### config.mk
export PLATFORM = sky130hd
export DESIGN_NAME = uart_rx_stream
export DESIGN_NICKNAME = d
export VERILOG_FILES = /design/src/rtl/uart_rx_stream.sv
export SDC_FILE = /design/constraint.sdc
export NUM_CORES = 1
export LEC_CHECK = 0
export ABC_AREA = 1
export CORE_ASPECT_RATIO = 0.9
export CORE_MARGIN = 4
export CORE_UTILIZATION = 31
export DETAILED_ROUTE_END_ITERATION = 16
export PLACE_DENSITY = 0.47
export SKIP_CTS_REPAIR_TIMING = 1
export SYNTH_ARGS = -nofsm -noshare
export SYNTH_HDL_FRONTEND = slang
export SYNTH_SLANG_ARGS = --single-unit
### constraint.sdc
create_clock -name i_clk -period 2.1 [get_ports i_clk]
set_clock_uncertainty 0.1 [all_clocks]
set_input_delay 0.315 -clock i_clk [delete_from_list [all_inputs] [get_ports i_clk]]
set_output_delay 0.315 -clock i_clk [all_outputs]
set_load 0.05 [all_outputs]
### src/rtl/uart_rx_stream.sv
// 8N1 UART receiver: 2-FF synchroniser, mid-bit sampling FSM and a small FWFT FIFO
// presenting received bytes as a valid/ready stream with framing/overrun pulses.
module uart_rx_stream #(
    parameter int CLK_DIV = 104,
    parameter int FIFO_AW = 2
) (
    input  logic       i_clk,
    input  logic       i_rst_n,
    input  logic       i_rx,
    output logic [7:0] o_data,
    output logic       o_valid,
    input  logic       i_ready,
    output logic       o_frame_err,
    output logic       o_overrun
);

    localparam int CW = $clog2(CLK_DIV) + 1;
    localparam int DEPTH = 1 << FIFO_AW;
    localparam logic [CW-1:0] HALF_M1 = CW'(CLK_DIV / 2 - 1);
    localparam logic [CW-1:0] FULL_M1 = CW'(CLK_DIV - 1);

    typedef enum logic [2:0] {
        ST_IDLE,
        ST_START,
        ST_DATA,
        ST_STOP,
        ST_BREAK
    } state_t;

    state_t state, state_nxt;

    logic          rx_m, rx_s;
    logic [CW-1:0] cnt;
    logic [2:0]    bit_idx;
    logic [7:0]    shreg;
    logic          tick;
    logic          push_req, ferr_set, sample_bit;

    always_ff @(posedge i_clk or negedge i_rst_n) begin
        if (!i_rst_n) begin
            rx_m <= 1'b1;
            rx_s <= 1'b1;
        end else begin
            rx_m <= i_rx;
            rx_s <= rx_m;
        end
    end

    assign tick = (cnt == '0);

    always_ff @(posedge i_clk or negedge i_rst_n) begin
        if (!i_rst_n) state <= ST_IDLE;
        else          state <= state_nxt;
    end

    always_comb begin
        state_nxt = state;
        case (state)
            ST_IDLE:  if (!rx_s) state_nxt = ST_START;
            ST_START: if (tick) state_nxt = rx_s ? ST_IDLE : ST_DATA;
            ST_DATA:  if (tick && bit_idx == 3'd7) state_nxt = ST_STOP;
            ST_STOP:  if (tick) state_nxt = rx_s ? ST_IDLE : ST_BREAK;
            ST_BREAK: if (rx_s) state_nxt = ST_IDLE;
            default:  state_nxt = ST_IDLE;
        endcase
    end

    always_comb begin
        push_req   = 1'b0;
        ferr_set   = 1'b0;
        sample_bit = 1'b0;
        case (state)
            ST_DATA: sample_bit = tick;
            ST_STOP: begin
                push_req = tick && rx_s;
                ferr_set = tick && !rx_s;
            end
            default: ;
        endcase
    end

    // IDLE preloads a half bit so every later expiry lands mid-bit.
    always_ff @(posedge i_clk or negedge i_rst_n) begin
        if (!i_rst_n) begin
            cnt     <= HALF_M1;
            bit_idx <= '0;
            shreg   <= '0;
        end else begin
            if (state == ST_IDLE) begin
                cnt     <= HALF_M1;
                bit_idx <= '0;
            end else if (tick) begin
                cnt <= FULL_M1;
            end else begin
                cnt <= cnt - CW'(1);
            end
            if (sample_bit) begin
                shreg   <= {rx_s, shreg[7:1]};
                bit_idx <= bit_idx + 3'd1;
            end
        end
    end

    // Stream handshake: o_valid/o_data hold until o_valid && i_ready at a clock
    // edge; o_valid never depends combinationally on i_ready.
    logic [7:0]       mem [DEPTH];
    logic [FIFO_AW:0] wr_ptr, rd_ptr;
    logic             empty, full, pop, push;

    assign empty = (wr_ptr == rd_ptr);
    assign full  = (wr_ptr[FIFO_AW] != rd_ptr[FIFO_AW]) &&
                   (wr_ptr[FIFO_AW-1:0] == rd_ptr[FIFO_AW-1:0]);
    assign pop   = !empty && i_ready;
    assign push  = push_req && (!full || pop);

    always_ff @(posedge i_clk) begin
        if (push) mem[wr_ptr[FIFO_AW-1:0]] <= shreg;
    end

    always_ff @(posedge i_clk or negedge i_rst_n) begin
        if (!i_rst_n) begin
            wr_ptr      <= '0;
            rd_ptr      <= '0;
            o_frame_err <= 1'b0;
            o_overrun   <= 1'b0;
        end else begin
            if (push) wr_ptr <= wr_ptr + 1'b1;
            if (pop)  rd_ptr <= rd_ptr + 1'b1;
            o_frame_err <= ferr_set;
            o_overrun   <= push_req && full && !pop;
        end
    end

    assign o_data  = mem[rd_ptr[FIFO_AW-1:0]];
    assign o_valid = !empty;

endmodule

# After elaboration in Yosys (flattened, before gate mapping)
# Memories as Yosys holds them, arrays and structs flattened.
# Index checks and enable logic that the tools add are counted.
# op_classes
n_addsub,4
eq_ne,13
mux,17
n_reduce_logical,17
# op_table
cell,count
$mux 3,8
$mux 8,2
$pmux 3 s5,1
$ne 2x2->1 const B,5
$add 3x1->3 const B,3
$logic_and 1x1->1,8
$logic_not 8->1,1
$sub 8x1->8 const B,1
$eq 3x2->1 const B,2
$eq 3x3->1 const B,2
$mux 1,5
$reduce_and 5->1,1
$logic_not 1->1,4
$eq 3x1->1 const B,1
$eq 3x3->1,1
$logic_not 3->1,1
$eq 2x2->1,1
$mux 2,1
$reduce_bool 2->1,1
$logic_or 1x1->1,1
$ne 1x1->1,1
# totals
ff_bits,32
ram_bits,32
word_cells,62
memories,1
# mem_list
name,depth,width,read_ports,rd_clocked_by_memory_dff,write_ports,line,source
mem,4,8,1,0,1,106,logic [7:0] mem [DEPTH];

# Depth between registers and ports, before layout
# depth
depth_word,7
ltp_mapped,10
depth_no_buf,9

# Least setup slack after synthesis
# No wires, ideal clock.
# synth_timing
kind,register to output
startpoint,reg rd_ptr[0]
endpoint,out o_data[6]
arrival_time_ns,1.598
path_slack_ns,0.087
stages_incl_launch_ff,6
cell_sequence,dfrtp_1 -> buf_6 -> inv_4 -> buf_2 -> o21ai_0 -> o22ai_1
# synth_between
elab_chain_cells,1
# synth_rtl
element,line,source
from (decl),107,"logic [FIFO_AW:0] wr_ptr, rd_ptr;"
from (signal assigned),128,if (pop) rd_ptr <= rd_ptr + 1'b1;
$mem_v2 4x8,-,
to (decl),10,"output logic [7:0] o_data,"
# No other way between the ends.

# Worst setup path in the final report
# layout_timing
startpoint,reg rd_ptr[0]
endpoint,out o_data[3]
# The elaborated chain is that of the path after synthesis.

==> qor.csv <==
stage,metric,value,unit
sta,Final WS setup,0.124,ns
floorplanning,chip width,110,µm
clock_network,CTS tree,yes,
placement,Setup WS pre-CTS,0.172,ns
floorplanning,Std-Cell Rows,33,
clock_network,clk_lat worst skew,0.34,ns
sta,Final min period,1.98,ns
route,vias post-DR,1970,
worst_setup_path,CP Class,reg -> out,
final_layout,post-route cell area,3540,µm²
final_layout,Layout Nets,324,
synthesis,synth top area cells,"edfxtp_1 33%, dfrtp_1 22%, nand2_1 7.5%",
placement,DP HPWL,4040,µm
floorplanning,initial core utilization,0.318,
global_routing,grt ovf,0,
clock_network,root buf cell,clkbuf_8,
worst_setup_path,Max Fanout on Critical Path,16,
global_routing,initial antenna violation count,0,
sta,count of final hold-check violations,0,
final_layout,ANT cells,0,
power_and_ir_drop,total power,2.53,mW
worst_setup_path,CP startpoint kind,register,
placement,port bufs,14,
worst_setup_path,crit path DAT,1.56,ns
route,initial DRC count,103,
sta,Slew Limit Fails,0,
route,DRT antenna net count,0,
hold_path,worst hold path class,reg -> reg,
final_layout,fin cells,438,
final_layout,share of cells above drive strength 1,0.203,
route,WL/cell,13.2,µm
global_routing,vias in the first global route,2032,
synthesis,distinct cell type count after synthesis,29,
global_routing,GRT Total Usage,0.120,
synthesis,cell count after synthesis,285,
clock_network,clk slew on worst S/H paths,0.07,ns
placement,GPL Wtd Cong,0.809,
worst_setup_path,crit end category,primary output,
clock_network,CTS max path bufs,2,
synthesis,"Warnings, synthesis",0,
sta,Worst Tran Pin Value,0.518,ns
worst_setup_path,CP Data Required Time,1.68,ns
final_layout,Area Overhead vs Synth,21.7,%
synthesis,Synthesized Nets,298,
route,Avg Vias per Cell,4.50,
sta,final setup vio count,0,
worst_setup_path,R2R Setup Slk,0.19,ns
final_layout,post-layout util,0.388,
global_routing,first-pass GRT wire length,10100,µm
sta,highest clock rate,506,MHz
floorplanning,die area,11000,µm²
synthesis,"area leader, netlist",edfxtp_1,
synthesis,synthesized area,2910,µm²
power_and_ir_drop,leakage,1.65,nW
sta,Rel. slew slack,0.653,
route,Residual DRC,0,
sta,fin crit share,0.941,
clock_network,clock buffer count from CTS,9,
sta,RSZ-0062 raised after global routing,no,
floorplanning,chip height,99.8,µm
clock_network,CTS sink count,64,
route,1st-pass router iterations,4,
route,Post-Route WL,5800,µm
floorplanning,core region area,9130,µm²
synthesis,Synth top area share,0.331,
synthesis,Seq cells post-synth,64,
status,status,"finished, final reports clean",
global_routing,largest net degree at the start of global routing,33,
floorplanning,Ports,15,
clock_network,number of H-tree levels,3,
final_layout,Fillers,895,
power_and_ir_drop,PD cells,715,nW/µm²
run,# Max-Cap Violations,0,
synthesis,synthesized area per cell,10.2,µm²
power_and_ir_drop,VDD IR max,0.334,mV
placement,DP Area,3300,µm²
synthesis,sequential element share of the synthesized area,0.609,
placement,placed cell count,422,
## logic make-up (layout without fill, tap and decap cells)
| kind of cell | after synthesis | count (layout) | share of synthesized area |
|---|---|---|---|
| AOI/OAI and AO/OA | 38 | 38 | 0.0767 |
| xor gates and xnor gates | 4 | 4 | 0.0121 |
| DFF | 64 | 64 | 0.609 |
| adders and majority gates | 9 | 9 | 0.0388 |
| buffers and inverters | 40 | 71 | 0.0603 |
| and+or+nand+nor | 130 | 130 | 0.203 |
## state kept, by name (all words and copies together) (netlist names)
| name | count |
|---|---|
| shreg | 8 |
| rd_ptr | 3 |
| o_frame_err | 1 |
| cnt | 8 |
| bit_idx | 3 |
| state | 3 |
| rx_m | 1 |
| mem | 32 |
| o_overrun | 1 |
| rx_s | 1 |
| wr_ptr | 3 |
## where the power goes
group | leakage, nW | switching (mW) | internal, mW
combinational | 0.742 | 0.0152 | 0.00697
sequential | 0.791 | 0.00287 | 1.31
clock | 0.114 | 0.512 | 0.680
## stage by stage
stage               hold slack [ns]  setup TNS [ns]
floorplan                   -0.0806               0
global placement              0.249               0
detailed placement            0.250               0
CTS                           0.261         -0.0470
global route                  0.265               0
finish                        0.259               0
## worst max-delay path: stages, from the launching register on
cell and delay (ns):
dfrtp_2 0.45, buf_4 0.20, o21ai_0 0.27, o22ai_2 0.14, buf_12 0.16
## cell usage after synthesis
cell type  count
nand2_4        3
or2_1          1
nand2_2        3
nor3b_1        1
nand3_1       21
buf_2          3
nand3_2        1
o21ai_0       23
nor3_1         2
o21ai_2        5
buf_4          1
xor2_1         4
a31oi_1        1
nor2_4         2
ha_1           9
nor2_2         2
edfxtp_1      32
dfrtp_1       26
nand3b_1       1
o22ai_1        8
buf_6          2
nor2_1        32
inv_2          5
nand4_1        3
nand2_1       58
o21bai_1       1
inv_1         28
dfstp_2        6
inv_4          1
## routing by layer
layer | share of wire | vias to the layer above | global-route usage | routed length [µm]
met1 | 0.52 | 927 | 0.179 | 2990
met3 | 0.044 | 4 | 0.0354 | 256
met5 | 0 | - | 0 | 0
met4 | 0.011 | 0 | 0.0489 | 65
met2 | 0.43 | 39 | 0.160 | 2480
li1 | - | 1000 | - | -
## final cells by class
| type | instances | area, µm² | share of cell area |
|---|---|---|---|
| repair buffers | 21 | 283 | 0.0799 |
| flip-flops and latches | 64 | 1770 | 0.501 |
| well taps | 122 | 153 | 0.0432 |
| multi-input cells | 181 | 973 | 0.275 |
| clock inverters | 7 | 104 | 0.0294 |
| inverters | 34 | 130 | 0.0368 |
| clock buffers | 9 | 124 | 0.0350 |
## worst paths after layout
kind                                       startpoint               endpoint  cells past startpoint
max in group asynchronous                     i_rst_n         rx_m$_DFF_PN1_                      2
worst min-delay path                   rx_m$_DFF_PN1_         rx_s$_DFF_PN1_                      0
worst min register to register         rx_m$_DFF_PN1_         rx_s$_DFF_PN1_                      0
worst max-delay path            rd_ptr[0]$_DFFE_PN0P_              o_data[3]                      4
worst max register to register       cnt[0]$_DFF_PN1_    mem[3][0]$_DFFE_PP_                      9
min in group asynchronous                     i_rst_n  rd_ptr[1]$_DFFE_PN0P_                      2
## placed cells by master, fill, tap and decap left out, types with 5 or more instances in the layout
| master | count |
|---|---|
| nand2_1 | 58 |
| nor2_1 | 32 |
| edfxtp_1 | 32 |
| inv_1 | 27 |
| dfrtp_1 | 25 |
| o21ai_0 | 23 |
| nand3_1 | 21 |
| ha_1 | 9 |
| clkbuf_8 | 9 |
| buf_12 | 9 |
| buf_4 | 7 |
| inv_2 | 6 |
| o22ai_1 | 6 |
| dfstp_2 | 6 |
| o21ai_2 | 5 |
| clkdlybuf4s50_1 | 5 |
Power figures use the tool's default switching activity.
